File: src/rtl/tile_write_scheduler.sv
// ---------------------------------------------------------------------------
// TileWriteScheduler (module tile_write_scheduler)
//
// Purpose:
//   Owns the single write port of the video tile-position map. Two sources
//   compete for it:
//     - CPU single writes, buffered in a small FIFO.
//     - An internal fill engine that sweeps every map position with one tile
//       value, used for screen clear or fill.
//   Every issued write appears on TilesControlRegister as {position, tile},
//   together with a one-cycle TilesWriteStrobe.
//
// Ports:
//   CLK                  system clock (same domain as the video master clock)
//   Reset                asynchronous, active-low reset
//   WrValid / WrReady    CPU write handshake
//   WrPosition, WrTile   CPU write payload
//   FillStart, FillTile  start a fill with the given tile (level sampled)
//   FillBusy             fill in progress
//   TilesControlRegister {position, tile} issued to the video block
//   TilesWriteStrobe     one-cycle pulse marking a new issued word
//   FifoCount            current FIFO occupancy
//   RangeError           sticky flag: an out-of-range CPU position was dropped
//   ErrorClear           clears RangeError (a new error in the same cycle wins)
//   InBlank              display blanking window (optional feature only)
//
// Optional feature (macro TILE_WRITE_VBLANK_GATE_EN):
//   When defined, FIFO pops and fill steps only happen on InBlank=1 cycles;
//   a fill pauses with its counter held while InBlank=0. When undefined,
//   InBlank is ignored.
// ---------------------------------------------------------------------------
module tile_write_scheduler #(
   parameter int FIFO_DEPTH    = 8,
   parameter int NUM_POSITIONS = 320,
   parameter int POS_W         = 9,
   parameter int TILE_W        = 5
) (
   input  logic                         CLK,
   input  logic                         Reset,
   input  logic                         WrValid,
   output logic                         WrReady,
   input  logic [POS_W-1:0]             WrPosition,
   input  logic [TILE_W-1:0]            WrTile,
   input  logic                         FillStart,
   input  logic [TILE_W-1:0]            FillTile,
   output logic                         FillBusy,
   output logic [POS_W+TILE_W-1:0]      TilesControlRegister,
   output logic                         TilesWriteStrobe,
   output logic [$clog2(FIFO_DEPTH):0]  FifoCount,
   output logic                         RangeError,
   input  logic                         ErrorClear,
   input  logic                         InBlank
);

   localparam int PTR_W  = $clog2(FIFO_DEPTH);
   localparam int CNT_W  = PTR_W + 1;
   localparam int WORD_W = POS_W + TILE_W;

   localparam logic [CNT_W-1:0] DEPTH_COUNT = CNT_W'(FIFO_DEPTH);
   localparam logic [POS_W:0]   POS_LIMIT   = (POS_W+1)'(NUM_POSITIONS);
   localparam logic [POS_W-1:0] LAST_POS    = POS_W'(NUM_POSITIONS - 1);

   typedef enum logic [0:0] {
      IDLE = 1'b0,
      FILL = 1'b1
   } stateT;

   stateT               state;
   stateT               stateNext;

   logic [WORD_W-1:0]   fifoMem [FIFO_DEPTH];
   logic [PTR_W-1:0]    wrPtr;
   logic [PTR_W-1:0]    rdPtr;
   logic [CNT_W-1:0]    count;

   logic [POS_W-1:0]    fillCounter;
   logic [TILE_W-1:0]   fillTileLatched;

   logic                accept;
   logic                inRange;
   logic                push;
   logic                popEn;
   logic                fillLoad;
   logic                fillAdvance;
   logic                issueValid;
   logic [WORD_W-1:0]   issueWord;
   logic                issueSlot;

   // The handshake is judged purely on the registered occupancy, so a pop in
   // the same cycle never frees room for a push into a full FIFO.
   // Out-of-range positions still complete the handshake but are never stored.
   assign WrReady   = (count < DEPTH_COUNT);
   assign accept    = WrValid && WrReady;
   assign inRange   = ({1'b0, WrPosition} < POS_LIMIT);
   assign push      = accept && inRange;
   assign FifoCount = count;
   assign FillBusy  = (state == FILL);

   // Issue slots are either every cycle or only blanking cycles, depending
   // on whether the vertical-blank gate is built in.
`ifdef TILE_WRITE_VBLANK_GATE_EN
   assign issueSlot = InBlank;
`else
   logic unusedInBlank;
   assign unusedInBlank = InBlank;
   assign issueSlot     = 1'b1;
`endif

   // State register for the IDLE/FILL scheduler.
   always_ff @(posedge CLK or negedge Reset) begin
      if (!Reset) begin
         state <= IDLE;
      end else begin
         state <= stateNext;
      end
   end

   // Next-state and issue decision. In IDLE a fill request takes priority
   // over draining, and the start cycle itself issues nothing. While filling
   // the FIFO is left alone so queued CPU writes land after the sweep and
   // override fill data.
   always_comb begin
      stateNext   = state;
      issueValid  = 1'b0;
      issueWord   = '0;
      popEn       = 1'b0;
      fillLoad    = 1'b0;
      fillAdvance = 1'b0;
      case (state)
         IDLE: begin
            if (FillStart) begin
               stateNext = FILL;
               fillLoad  = 1'b1;
            end else if ((count != '0) && issueSlot) begin
               popEn      = 1'b1;
               issueValid = 1'b1;
               issueWord  = fifoMem[rdPtr];
            end
         end
         FILL: begin
            if (issueSlot) begin
               issueValid = 1'b1;
               issueWord  = {fillCounter, fillTileLatched};
               if (fillCounter == LAST_POS) begin
                  stateNext = IDLE;
               end else begin
                  fillAdvance = 1'b1;
               end
            end
         end
         default: begin
            stateNext = IDLE;
         end
      endcase
   end

   // FIFO storage; contents need no reset because the pointers and count
   // define which entries are valid.
   always_ff @(posedge CLK) begin
      if (push) begin
         fifoMem[wrPtr] <= {WrPosition, WrTile};
      end
   end

   // FIFO pointers and occupancy. A simultaneous push and pop leaves the
   // count unchanged. Pointers wrap naturally because the depth is a power
   // of two.
   always_ff @(posedge CLK or negedge Reset) begin
      if (!Reset) begin
         wrPtr <= '0;
         rdPtr <= '0;
         count <= '0;
      end else begin
         if (push) begin
            wrPtr <= wrPtr + 1'b1;
         end
         if (popEn) begin
            rdPtr <= rdPtr + 1'b1;
         end
         case ({push, popEn})
            2'b10:   count <= count + 1'b1;
            2'b01:   count <= count - 1'b1;
            default: count <= count;
         endcase
      end
   end

   // Fill engine: the tile value is captured at start so later changes on
   // FillTile cannot corrupt a sweep in progress. The counter holds while a
   // step is not allowed.
   always_ff @(posedge CLK or negedge Reset) begin
      if (!Reset) begin
         fillCounter     <= '0;
         fillTileLatched <= '0;
      end else if (fillLoad) begin
         fillCounter     <= '0;
         fillTileLatched <= FillTile;
      end else if (fillAdvance) begin
         fillCounter     <= fillCounter + 1'b1;
      end
   end

   // Output word holds its last value between writes; only the strobe marks
   // new data.
   always_ff @(posedge CLK or negedge Reset) begin
      if (!Reset) begin
         TilesControlRegister <= '0;
         TilesWriteStrobe     <= 1'b0;
      end else begin
         TilesWriteStrobe <= issueValid;
         if (issueValid) begin
            TilesControlRegister <= issueWord;
         end
      end
   end

   // Sticky range-error flag; a new error beats a clear in the same cycle.
   always_ff @(posedge CLK or negedge Reset) begin
      if (!Reset) begin
         RangeError <= 1'b0;
      end else if (accept && !inRange) begin
         RangeError <= 1'b1;
      end else if (ErrorClear) begin
         RangeError <= 1'b0;
      end
   end

endmodule

File: config.mk
export PLATFORM = sky130hd
export DESIGN_NAME = tile_write_scheduler
export DESIGN_NICKNAME = d
export VERILOG_FILES = /design/src/rtl/tile_write_scheduler.sv
export SDC_FILE = /design/constraint.sdc
export NUM_CORES = 1
export LEC_CHECK = 0
export ABC_AREA = 1
export CAP_MARGIN = 5
export CORE_ASPECT_RATIO = 1.1
export CORE_MARGIN = 5
export CORE_UTILIZATION = 45
export CTS_CLUSTER_SIZE = 12
export DETAILED_ROUTE_END_ITERATION = 8
export PLACE_DENSITY = 0.64
export SLEW_MARGIN = 20
export SYNTH_ARGS = -nofsm -noshare
export SYNTH_HDL_FRONTEND = slang
export SYNTH_SLANG_ARGS = --single-unit
export TNS_END_PERCENT = 30
File: constraint.sdc
create_clock -name CLK -period 2.5 [get_ports CLK]
set_input_delay 0.25 -clock CLK [delete_from_list [all_inputs] [get_ports CLK]]
set_output_delay 0.25 -clock CLK [all_outputs]
set_load 0.005 [all_outputs]
Word-level counts from Yosys, hierarchy flattened --
Memory sizes are Yosys's and may differ from the RTL's. Cells that the tools add are included. Widths: inputs -> output; s select.
Storage, ports and cells: bits in registers 41, memory bits (writable) 112, input port bits 25, logic and storage cells 48, memories 1
Memories:
- fifoMem | words 8, width 14, rd ports 1, clocked after memory_dff 0, write ports 1, line 71 | logic [WORD_W-1:0] fifoMem [FIFO_DEPTH];
Cells by class: $add $sub $neg 5, magnitude comparators 2, equality and inequality tests 3, multiplexer cells 19, bitwise operators 1, reductions and logical operators 8
Operator list (number):
- $mux 14 | 2
- $pmux 14 s2 | 1
- $mux 9 | 2
- $mux 1 | 11
- $add 9x1->9 const B | 1
- $eq 9x9->1 const B | 1
- $lt 9x9->1 const B | 1
- $pmux 4 s2 | 1
- $add 3x1->3 const B | 2
- $reduce_bool 2->1 | 3
- $add 4x1->4 const B | 1
- $lt 4x4->1 const B | 1
- $pmux 1 s2 | 2
- $reduce_bool 4->1 | 1
- $sub 4x1->4 const B | 1
- $logic_and 1x1->1 | 3
- $eq 2x1->1 const B | 1
- $eq 2x2->1 const B | 1
- $logic_not 1->1 | 1
- $not 1->1 | 1

Logic depth before layout (Yosys ltp) --
Gate-level depths: netlist (run 1).
word-level depth 6, depth in mapped cells 15, depth with buffers taken out 14

Worst setup path after synthesis (run 1) --
Ideal clock, no wire load.
kind register to register, start reg count[3], in the netlist FifoCount[3], end mem fifoMem[4][0] in the netlist's numbering (enable), library setup time 0.384 ns, arrival time 1.568 ns, required time 2.116 ns, path slack 0.548 ns, stages on the path, launching flop included 5, path through dfrtp_1 inv_2 nand3_1 or2_1 nor2_1
Between the ends: cells in the longest elaborated chain, start to end 5
RTL lines:
- start, declared | line 74 | logic [CNT_W-1:0] count;
- start signal, assigned | line 181 | 2'b10: count <= count + 1'b1;
- start signal, assigned | line 182 | 2'b01: count <= count - 1'b1;
- start signal, assigned | line 183 | default: count <= count;
- $lt 4x4->1 | line 92 | assign WrReady = (count < DEPTH_COUNT);
- named net WrReady | line 41 | output logic WrReady,
- $logic_and 1x1->1 | line 93 | assign accept = WrValid && WrReady;
- $logic_and 1x1->1 | line 95 | assign push = accept && inRange;
- $mux 1 | line 160 | if (push) begin
- $mux 1 (implied by the code) | line 161 | fifoMem[wrPtr] <= {WrPosition, WrTile};
- end, declared | line 71
The timed path passes the listed nets, and every way through them passes these cells.

Final worst setup path (run 1) --
start reg count[1], in the netlist FifoCount[1], end reg count[2], in the netlist FifoCount[2]
Between the ends: cells in the longest elaborated chain, start to end 6
RTL lines:
- $reduce_bool 4->1 | line 134 | end else if ((count != '0) && issueSlot) begin
- $mux 1 | line 134
- $mux 1 | line 131 | if (FillStart) begin
- $mux 1 | line 129 | case (state)
- $eq 2x1->1 / $eq 2x2->1 (equally long branches) | line 180 | case ({push, popEn})
- $pmux 4 s2 / $reduce_bool 2->1 (equally long branches)
Parallel ways exist; a longest one is shown, timed or not. A chain may end at the register's enable or synchronous reset.

==> out/metrics.csv, run 1 <==
metric,value,unit
total negative slack,0,ps
MaxCap Viol Count,0,
number of I/O port buffers,45,
DRT iter0 DRCs,317,
Antenna Nets Post-Route,0,
TritonCTS clock tree,done,
number of diodes,0,
post-cts sizing count,0,
Multi-input gate area,0.00181,mm2
Die Ht,136,um
Root Driver,clkbuf_16,
WHS,426,ps
dpl hpwl,9.20,mm
post-synthesis area per instance,11.3,um2
DIE AREA,0.0170,mm2
Num CTS Buffers,17,
Setup Skew,6.00,ps
Setup WS pre-CTS,200,ps
endpoint type of the worst setup path,flop,
drt pass-1 iters,5,
outcome,"finished, final reports clean",
post-CTS setup buffer count,0,
area of placed instances,0.00724,mm2
clock slew at reported path FFs,60,ps
Synth Cell Area,0.00650,mm2
initial antenna violation count,0,
share of layout cells above drive strength 1,0.119,
CP Launch Type,flop,
relative slew slack,0.374,
GRT Residual Overflow,0,
Fin. Hold Viols,0,
first-pass GRT wire length,23.0,mm
vias per cell,5.01,
Setup WS post-layout,383,ps
"commonest non-fill, non-tap cells in the layout","nor2_1 (112), edfxtp_1 (112), nand2_1 (69), nand3_1 (56), clkdlybuf4s50_1 (44)",
Core Region,0.0143,mm2
Power Total,6.18,mW
fillers,1193,
minimum clock period,2120,ps
Finished Layout Cells,849,
Hold Buf Count CTS,1,
Slew @ Worst Pin,939,ps
Post-Route WL,14.0,mm
CP arrival,2450,ps
number of instances in the placed design,816,
Layout Utilization,0.546,
Worst-Skew Late Latency,420,ps
Initial Utilization,0.454,
critical path type,flop to flop,
"Req. time, crit path",2830,ps
register bit total from synthesis,153,
register area share after synthesis,0.675,
Nets,675,
routability cong.,0.837,
crit-path max FO,16,
Hold WC Path Type,primary input to flop,
Max Buffers Root-to-Sink,2,
peak supply drop,0.000431,V
DRC,0,
syn nets,608,
fin crit share,0.847,
Register Area,0.00439,mm2
vias,4255,
Ys Warns,0,
largest net degree at the start of global routing,59,
design area,0.00783,mm2
unrepaired setup endpoints after global routing,false,
Total GRT Usage,0.175,
Die Width,125,um
Max H-tree Level,4,
"Slew Viols, Final",0,
pwr dens,790,mW/mm2
row count,46,
fmax,472,MHz
vias in the first global route,4440,
WL/cell,16.5,um
CTS Sinks,153,
Final Setup Violations,0,
leakage power,3.10,nW
cells after synthesis,577,
Ports,47,
"Distinct cells, synth",28,
"Area growth, synth to finish",20.4,%
-- power breakdown --
| part | total [mW] | switching [mW] | internal, mW |
|---|---|---|---|
| combinational | 0.644 | 0.384 | 0.260 |
| sequential | 3.06 | 0.102 | 2.96 |
| clock | 2.48 | 0.938 | 1.54 |
| total | 6.18 | 1.42 | 4.76 |
-- registers in the layout, indices dropped and copies added (netlist names) --
| signal | flops |
|---|---|
| FifoCount | 4 |
| fillCounter | 9 |
| RangeError | 1 |
| wrPtr | 3 |
| TilesWriteStrobe | 1 |
| fifoMem | 112 |
| fillTileLatched | 5 |
| rdPtr | 3 |
| FillBusy | 1 |
| TilesControlRegister | 14 |
-- worst paths after layout --
kind                            depth (start not counted)                  to  slack, ps               start
worst max-delay path                                   12        FifoCount[2]        380        FifoCount[1]
worst min-delay path                                    2          RangeError        430          ErrorClear
worst max register to register                         12        FifoCount[2]        380        FifoCount[1]
worst min register to register                          1  fillTileLatched[4]        520  fillTileLatched[4]
max in group asynchronous                               2  fillTileLatched[2]       1400               Reset
min in group asynchronous                               2          RangeError        520               Reset
-- area by class of cell --
class                   count  area share
clock buffers              24      0.0615
clock inverters             8      0.0118
inverters                  39      0.0187
multi-input cells         360       0.231
flip-flops and latches    153       0.561
well taps                 192      0.0307
repair buffers             73      0.0857
-- synth_stat cells, drive strengths merged --
| master | n | area [um2] |
|---|---|---|
| xor2 | 7 | 61.3 |
| ha | 6 | 75.1 |
| xnor2 | 2 | 17.5 |
| dfrtp | 41 | 1030 |
| clkbuf | 5 | 18.8 |
| nor3 | 2 | 10.0 |
| buf | 20 | 141 |
| o211ai | 14 | 105 |
| or2 | 1 | 6.26 |
| inv | 39 | 146 |
| o21ai | 74 | 389 |
| edfxtp | 112 | 3360 |
| mux2 | 5 | 56.3 |
| a21oi | 1 | 5.00 |
| o22ai | 3 | 31.3 |
| nand2 | 73 | 299 |
| nor2 | 113 | 440 |
| nand3 | 59 | 310 |
-- cell families after synthesis --
group / after synthesis / share of synthesized area
multiplexers: 5 / 0.00866
AO/OA/AOI/OAI: 92 / 0.0816
XOR/XNOR: 9 / 0.0121
flip-flops: 153 / 0.675
AND/OR/NAND/NOR: 248 / 0.164
buffers and inverters: 64 / 0.0471
adder cells (fa/ha/maj): 6 / 0.0115
-- layer usage --
layer | track usage | part of all wire | vias up
met4 | 0.0591 | 0.012 | 0
li1 | - | - | 2118
met2 | 0.295 | 0.50 | 101
met5 | 0 | 0 | -
met3 | 0.0503 | 0.050 | 12
met1 | 0.219 | 0.43 | 2024
-- critical path, cell delays in order, from the launching register on --
cell     delay, ps
dfrtp_1        440
nor2_1         150
nand3_2        130
nand2_4        220
nor2_8          40
ha_1           240
nand2_1         90
inv_1           40
nor2_1         130
ha_1           170
a21oi_1         50
xor2_1         160
o21ai_0        170
Note: power is estimated with default switching activity, not from simulation.
==> run 2, diff against run 1 <==
==> constraint.sdc (replaced) <==
create_clock -name CLK -period 2 [get_ports CLK]
set_input_delay 0.2 -clock CLK [delete_from_list [all_inputs] [get_ports CLK]]
set_output_delay 0.2 -clock CLK [all_outputs]
set_load 0.005 [all_outputs]
==> run 2 against run 1 <==
Effect of this change: cell count increased by 1.1%; flip-flop and latch count unchanged; routed wire length fell by 2.1%; highest routed layer unchanged; core utilization is 0.72 points higher; register-to-register slack got worse by 230 ps; clock skew increased by 5.2 ps; largest power group unchanged; design area is 1.3% higher; critical endpoint unchanged; combinational power is 40% higher; die area stayed put; sequential power up 24%; sequential share of layout area is 0.71 points lower; clock-buffer cell count decreased by 7.
==> out/metrics.csv, run 2 (synthesis gave the netlist of run 1 again) <==
metric,value,unit,change
outcome,"finished, final reports clean",,
Num CTS Buffers,17,,unchanged
number of I/O port buffers,45,,unchanged
area of placed instances,0.00733,mm2,+1.2%
number of diodes,0,,unchanged
fmax,540,MHz,+14%
Max Buffers Root-to-Sink,2,,unchanged
WL/cell,16.0,um,-3.2%
critical path type,flop to flop,,
largest net degree at the start of global routing,59,,unchanged
crit-path max FO,5,,-11
Final Setup Violations,0,,unchanged
endpoint type of the worst setup path,flop,,
Layout Utilization,0.553,,+0.00716
row count,46,,unchanged
crit-path max cell delay,430,ps,about the same
relative slew slack,0.634,,+0.260
WHS,361,ps,-65.0 ps
"delay-heaviest family, CP",simple AND/OR/NAND/NOR gates,,
Largest register FFs,112,,unchanged
Initial Utilization,0.454,,unchanged
Buffers & Inverters on Critical Path,2,,+1
number of instances in the placed design,824,,+0.98%
Hold WC Path Type,primary input to flop,,
clock slew at reported path FFs,60,ps,about the same
initial antenna violation count,0,,unchanged
leakage power,3.14,nW,+1.3%
"Req. time, crit path",2330,ps,-500 ps
"Most flops, register",fifoMem,,
drt pass-1 iters,5,,unchanged
routability cong.,0.862,,+3.0%
Post-Route WL,13.7,mm,-2.1%
share of layout cells above drive strength 1,0.143,,+0.0239
first-pass GRT wire length,22.1,mm,-4.0%
DIE AREA,0.0170,mm2,unchanged
"commonest non-fill, non-tap cells in the layout","edfxtp_1 (112), nor2_1 (111), nand2_1 (69), nand3_1 (56), clkdlybuf4s50_1 (44)",,
"Slew Viols, Final",0,,unchanged
largest registers,"fifoMem x112, TilesControlRegister x14, fillCounter x9",,
Slew @ Worst Pin,550,ps,-389 ps
TritonCTS clock tree,done,,
vias in the first global route,4320,,-2.7%
Setup WS pre-CTS,-178,ps,-378 ps
Antenna Nets Post-Route,0,,unchanged
"Area growth, synth to finish",22.0,%,
Fin. Hold Viols,0,,unchanged
Die Ht,136,um,unchanged
CP Launch Type,flop,,
"critical path, cell by cell",inv_1 -> nand3_2 -> nand2_4 -> nor2_8 -> ha_1 -> nand2_1 -> inv_1 -> nor2_2 -> ha_1 -> a21oi_2 -> xor2_1 -> o21ai_0,,
DRT iter0 DRCs,275,,-13%
Ports,47,,unchanged
Core Region,0.0143,mm2,unchanged
unrepaired setup endpoints after global routing,false,,
MaxCap Viol Count,0,,unchanged
fin crit share,0.925,,+0.0781
CP arrival,2180,ps,-270 ps
vias per cell,5.10,,+1.7%
design area,0.00793,mm2,+1.3%
Nets,684,,+1.3%
dpl hpwl,9.37,mm,+1.9%
"commonest non-fill, non-tap cell in the layout",edfxtp_1,,
fillers,1195,,+0.17%
Setup Skew,11.2,ps,+5.20 ps
Setup WS post-layout,150,ps,-233 ps
DRC,0,,unchanged
peak supply drop,0.000674,V,+56%
pwr dens,980,mW/mm2,+24%
Max H-tree Level,4,,unchanged
CP max stage cell,dfrtp_2,,
Root Driver,clkbuf_16,,
Total GRT Usage,0.167,,-0.00784
CTS Sinks,153,,unchanged
Die Width,125,um,unchanged
Worst-Skew Late Latency,420,ps,about the same
vias,4373,,+2.8%
GRT Residual Overflow,0,,unchanged
R2R Setup Slk,150,ps,-230 ps
Finished Layout Cells,858,,+1.1%
minimum clock period,1850,ps,-267 ps
## run 2: cell types whose count changed in the layout (fill, tap and decap cells not counted), sizes merged
cell / change
clkinvlp: +3
clkbuf: -7
buf: +9
inv: +1
clkinv: +3
## run 2: final timing paths
path | start | to | cells after the start
setup reg to reg | FifoCount[2] | FifoCount[2] | 12
max in group asynchronous | Reset | FifoCount[2] | 3
hold reg to reg | fillTileLatched[4] | fillTileLatched[4] | 1
setup / recovery | FifoCount[2] | FifoCount[2] | 12
hold / removal | ErrorClear | RangeError | 2
min in group asynchronous | Reset | TilesControlRegister[9] | 3
## run 2: timing repair
action / CTS / global route
endpoints found under the setup margin: 0 / 1
hold buffers: 1 / 0
setup buffers: 0 / 1
gates resized for setup: 0 / 3
endpoints found under the hold margin: 41 / 0
## run 2: layout make-up
class	count	area, um2	area share
sequential	153	4390	0.554
timing repair buffer	82	763	0.0962
clock inverter	15	151	0.0191
inverter	39	146	0.0185
clock buffer	17	425	0.0536
tap	192	240	0.0303
multi-input combinational	360	1810	0.229
## run 2: through the flow
step	TNS [ps]	power [mW]
after floorplan	0	4.28
after global placement	-6950	4.71
after detailed placement	-10630	4.74
after CTS	0	7.82
after global routing	0	8.11
final	0	7.77
## run 2: per-layer routing
metal / GRT usage / vias up / routed length (um)
met5: 0 / - / 0
met4: 0.0609 / 0 / 255
met3: 0.0444 / 19 / 760
met2: 0.270 / 112 / 6610
met1: 0.220 / 2098 / 6100
li1: - / 2144 / -
## run 2: power breakdown
part           internal [mW]  total, mW  switching, mW
registers               3.70       3.80          0.103
logic                  0.381      0.900          0.519
clock network           1.83       3.07           1.24
total                   5.91       7.77           1.86
==> run 3, diff against run 2 <==
--- a/config.mk
+++ b/config.mk
@@ -10,8 +10,9 @@
 export CORE_ASPECT_RATIO = 1.1
 export CORE_MARGIN = 5
 export CORE_UTILIZATION = 45
-export CTS_CLUSTER_SIZE = 12
+export CTS_BUF_LIST = sky130_fd_sc_hd__clkbuf_16
 export DETAILED_ROUTE_END_ITERATION = 8
+export GPL_TIMING_DRIVEN = 0
 export PLACE_DENSITY = 0.64
 export SLEW_MARGIN = 20
 export SYNTH_ARGS = -nofsm -noshare
==> run 3 against run 2 <==
Effect of this change: cell count up 0.93%; worst setup slack lost 69 ps; register-to-register slack got worse by 70 ps; sequential share of layout area is 1.5 points lower; non-clock buffer count grew 9; core utilization increased by 1.5 points; fmax decreased by 3.6%; first-iteration DRC count rose by 40%; total power rose by 3.1%; routed wire length rose by 12%; flip-flop and latch count is the same; worst hold slack got worse by 120 ps; critical endpoint unchanged; largest power group unchanged.
==> out/metrics.csv, run 3 (synthesis gave the netlist of run 1 again) <==
metric,value,unit,change
vias per cell,5.24,,+2.8%
outcome,"finished, final reports clean",,
fmax,521,MHz,-3.6%
Die Width,125,um,unchanged
share of layout cells above drive strength 1,0.166,,+0.0235
CP Launch Type,flop,,
CP max stage cell,dfrtp_1,,
number of instances in the placed design,818,,-0.73%
vias,4538,,+3.8%
design area,0.00815,mm2,+2.7%
Fin. Hold Viols,0,,unchanged
Total GRT Usage,0.188,,+0.0202
routability cong.,0.836,,-3.0%
Worst-Skew Late Latency,420,ps,about the same
Ports,47,,unchanged
Layout Utilization,0.568,,+0.0151
Antenna Nets Post-Route,0,,unchanged
CTS Sinks,153,,unchanged
Setup WS post-layout,80.8,ps,-68.9 ps
Setup Skew,10.1,ps,-1.10 ps
vias in the first global route,4658,,+7.8%
Core Region,0.0143,mm2,unchanged
dpl hpwl,10.1,mm,+8.2%
Initial Utilization,0.454,,unchanged
Post-Route WL,15.4,mm,+12%
leakage power,3.20,nW,+1.8%
hold path cells,1,,-1
reg2reg end,FifoCount[2],,
peak supply drop,0.000579,V,-14%
crit-path max cell delay,400,ps,-30 ps
first-pass GRT wire length,24.3,mm,+10%
"Most flops, register",fifoMem,,
"Area growth, synth to finish",25.3,%,
Max H-tree Level,4,,unchanged
critical path type,flop to flop,,
Buffers & Inverters on Critical Path,3,,+1
fin crit share,0.960,,+0.0345
"Req. time, crit path",2340,ps,about the same
number of I/O port buffers,45,,unchanged
MaxCap Viol Count,0,,unchanged
Largest register FFs,112,,unchanged
GR Util met2,0.328,,+0.0577
Nets,693,,+1.3%
Hold WC Path Type,primary input to flop,,
DIE AREA,0.0170,mm2,unchanged
r2r startpoint,FifoCount[3],,
WL/cell,17.8,um,+11%
clock slew at reported path FFs,60,ps,about the same
DRT iter0 DRCs,386,,+40%
Max Buffers Root-to-Sink,2,,unchanged
met1 Usage GRT,0.221,,+0.00107
relative slew slack,0.570,,-0.0639
min-delay src,WrPosition[6],,
Die Ht,136,um,unchanged
Final Setup Violations,0,,unchanged
R2R depth,13,,+1
Finished Layout Cells,866,,+0.93%
row count,46,,unchanged
area of placed instances,0.00728,mm2,-0.70%
crit path from,FifoCount[3],,
WHS,238,ps,-123 ps
largest registers,"fifoMem x112, TilesControlRegister x14, fillCounter x9",,
DRC,0,,unchanged
Hold Path Sink,fifoMem[4][11],,
"commonest non-fill, non-tap cells in the layout","edfxtp_1 (112), nor2_1 (101), nand2_1 (68), nand3_1 (55), clkdlybuf4s50_1 (42)",,
Setup WS pre-CTS,-798,ps,-620 ps
grt peak-use layer,met2,,
crit-path max FO,5,,unchanged
"critical path, cell by cell",inv_2 -> nand3_2 -> nand2_4 -> nor2_8 -> buf_12 -> ha_4 -> nand2_1 -> inv_1 -> nor2_2 -> ha_1 -> a21oi_2 -> xor2_1 -> o21ai_0,,
"commonest non-fill, non-tap cell in the layout",edfxtp_1,,
met3 usage,0.0448,,+0.000393
Root Driver,clkbuf_16,,
endpoint type of the worst setup path,flop,,
"Slew Viols, Final",0,,unchanged
GRT Residual Overflow,0,,unchanged
CP arrival,2260,ps,+80 ps
number of diodes,0,,unchanged
Num CTS Buffers,17,,unchanged
pwr dens,983,mW/mm2,+0.33%
initial antenna violation count,0,,unchanged
Slew @ Worst Pin,645,ps,+95.8 ps
TritonCTS clock tree,done,,
minimum clock period,1920,ps,+68.9 ps
drt pass-1 iters,5,,unchanged
largest net degree at the start of global routing,23,,-61%
R2R Setup Slk,80,ps,-70 ps
"delay-heaviest family, CP",simple AND/OR/NAND/NOR gates,,
-- run 3: changes by cell type in the layout (fill, tap and decap cells not counted), moves of 3 or more --
cell | before | now
buf_4 | 33 | 15
buf_2 | 1 | 12
nor2_1 | 111 | 101
nor2_4 | 0 | 8
buf_6 | 0 | 5
clkbuf_1 | 0 | 5
buf_12 | 3 | 6
-- run 3: cell type report --
class / instances / area, um2
tap: 192 / 240
buffer: 25 / 169
clock buffer: 17 / 425
clock inverter: 14 / 159
sequential: 153 / 4390
fill: 1183 / 6180
inverter: 39 / 146
multi-input combinational: 360 / 1900
timing repair buffer: 66 / 712
-- run 3: how the worst max path moves through the flow --
stage | to | depth (start not counted) | slack [ps]
floorplan | fifoMem[4][0] | 4 | 50
global placement | fifoMem[0][5] | 5 | -1090
detailed placement | fifoMem[6][1] | 5 | -800
CTS | FifoCount[2] | 13 | -100
global route | FifoCount[2] | 12 | -20
finish | FifoCount[2] | 13 | 80
-- run 3: repair_timing --
item | CTS | global route
endpoints found under the setup margin | 99 | 85
gates resized for setup | 11 | 14
hold buffers | 1 | 0
setup buffers | 7 | 9
hold endpoints to repair | 21 | 0
pin swaps | 4 | 3
-- run 3: worst register-to-register path: cells and delay by family, from the launching register on --
kind            cells  cell delay [ps]
simple gates        5              480
flops               1              400
fa+ha+maj           2              360
buf+inv             3              290
compound gates      2              170
xor+xnor            1              150
-- run 3: power breakdown --
group          internal [mW]  switching (mW)
clock network           1.93            1.20
registers               3.70           0.111
logic                  0.457           0.608
-- run 3: routing by layer --
| layer | wire (um) | vias up | part of all wire |
|---|---|---|---|
| met2 | 7920 | 161 | 0.52 |
| met1 | 6150 | 2185 | 0.40 |
| met4 | 396 | 0 | 0.026 |
| met3 | 907 | 33 | 0.059 |
| li1 | - | 2159 | - |
| met5 | 0 | - | 0 |
-- run 3: through the flow --
stage                     total power [mW]  TNS, ps
after CTS                             7.94    -1320
after global placement                4.59  -128670
after global routing                  8.32    -20.1
after detailed placement              4.68   -70860
after floorplan                       4.28        0
final                                 8.01        0
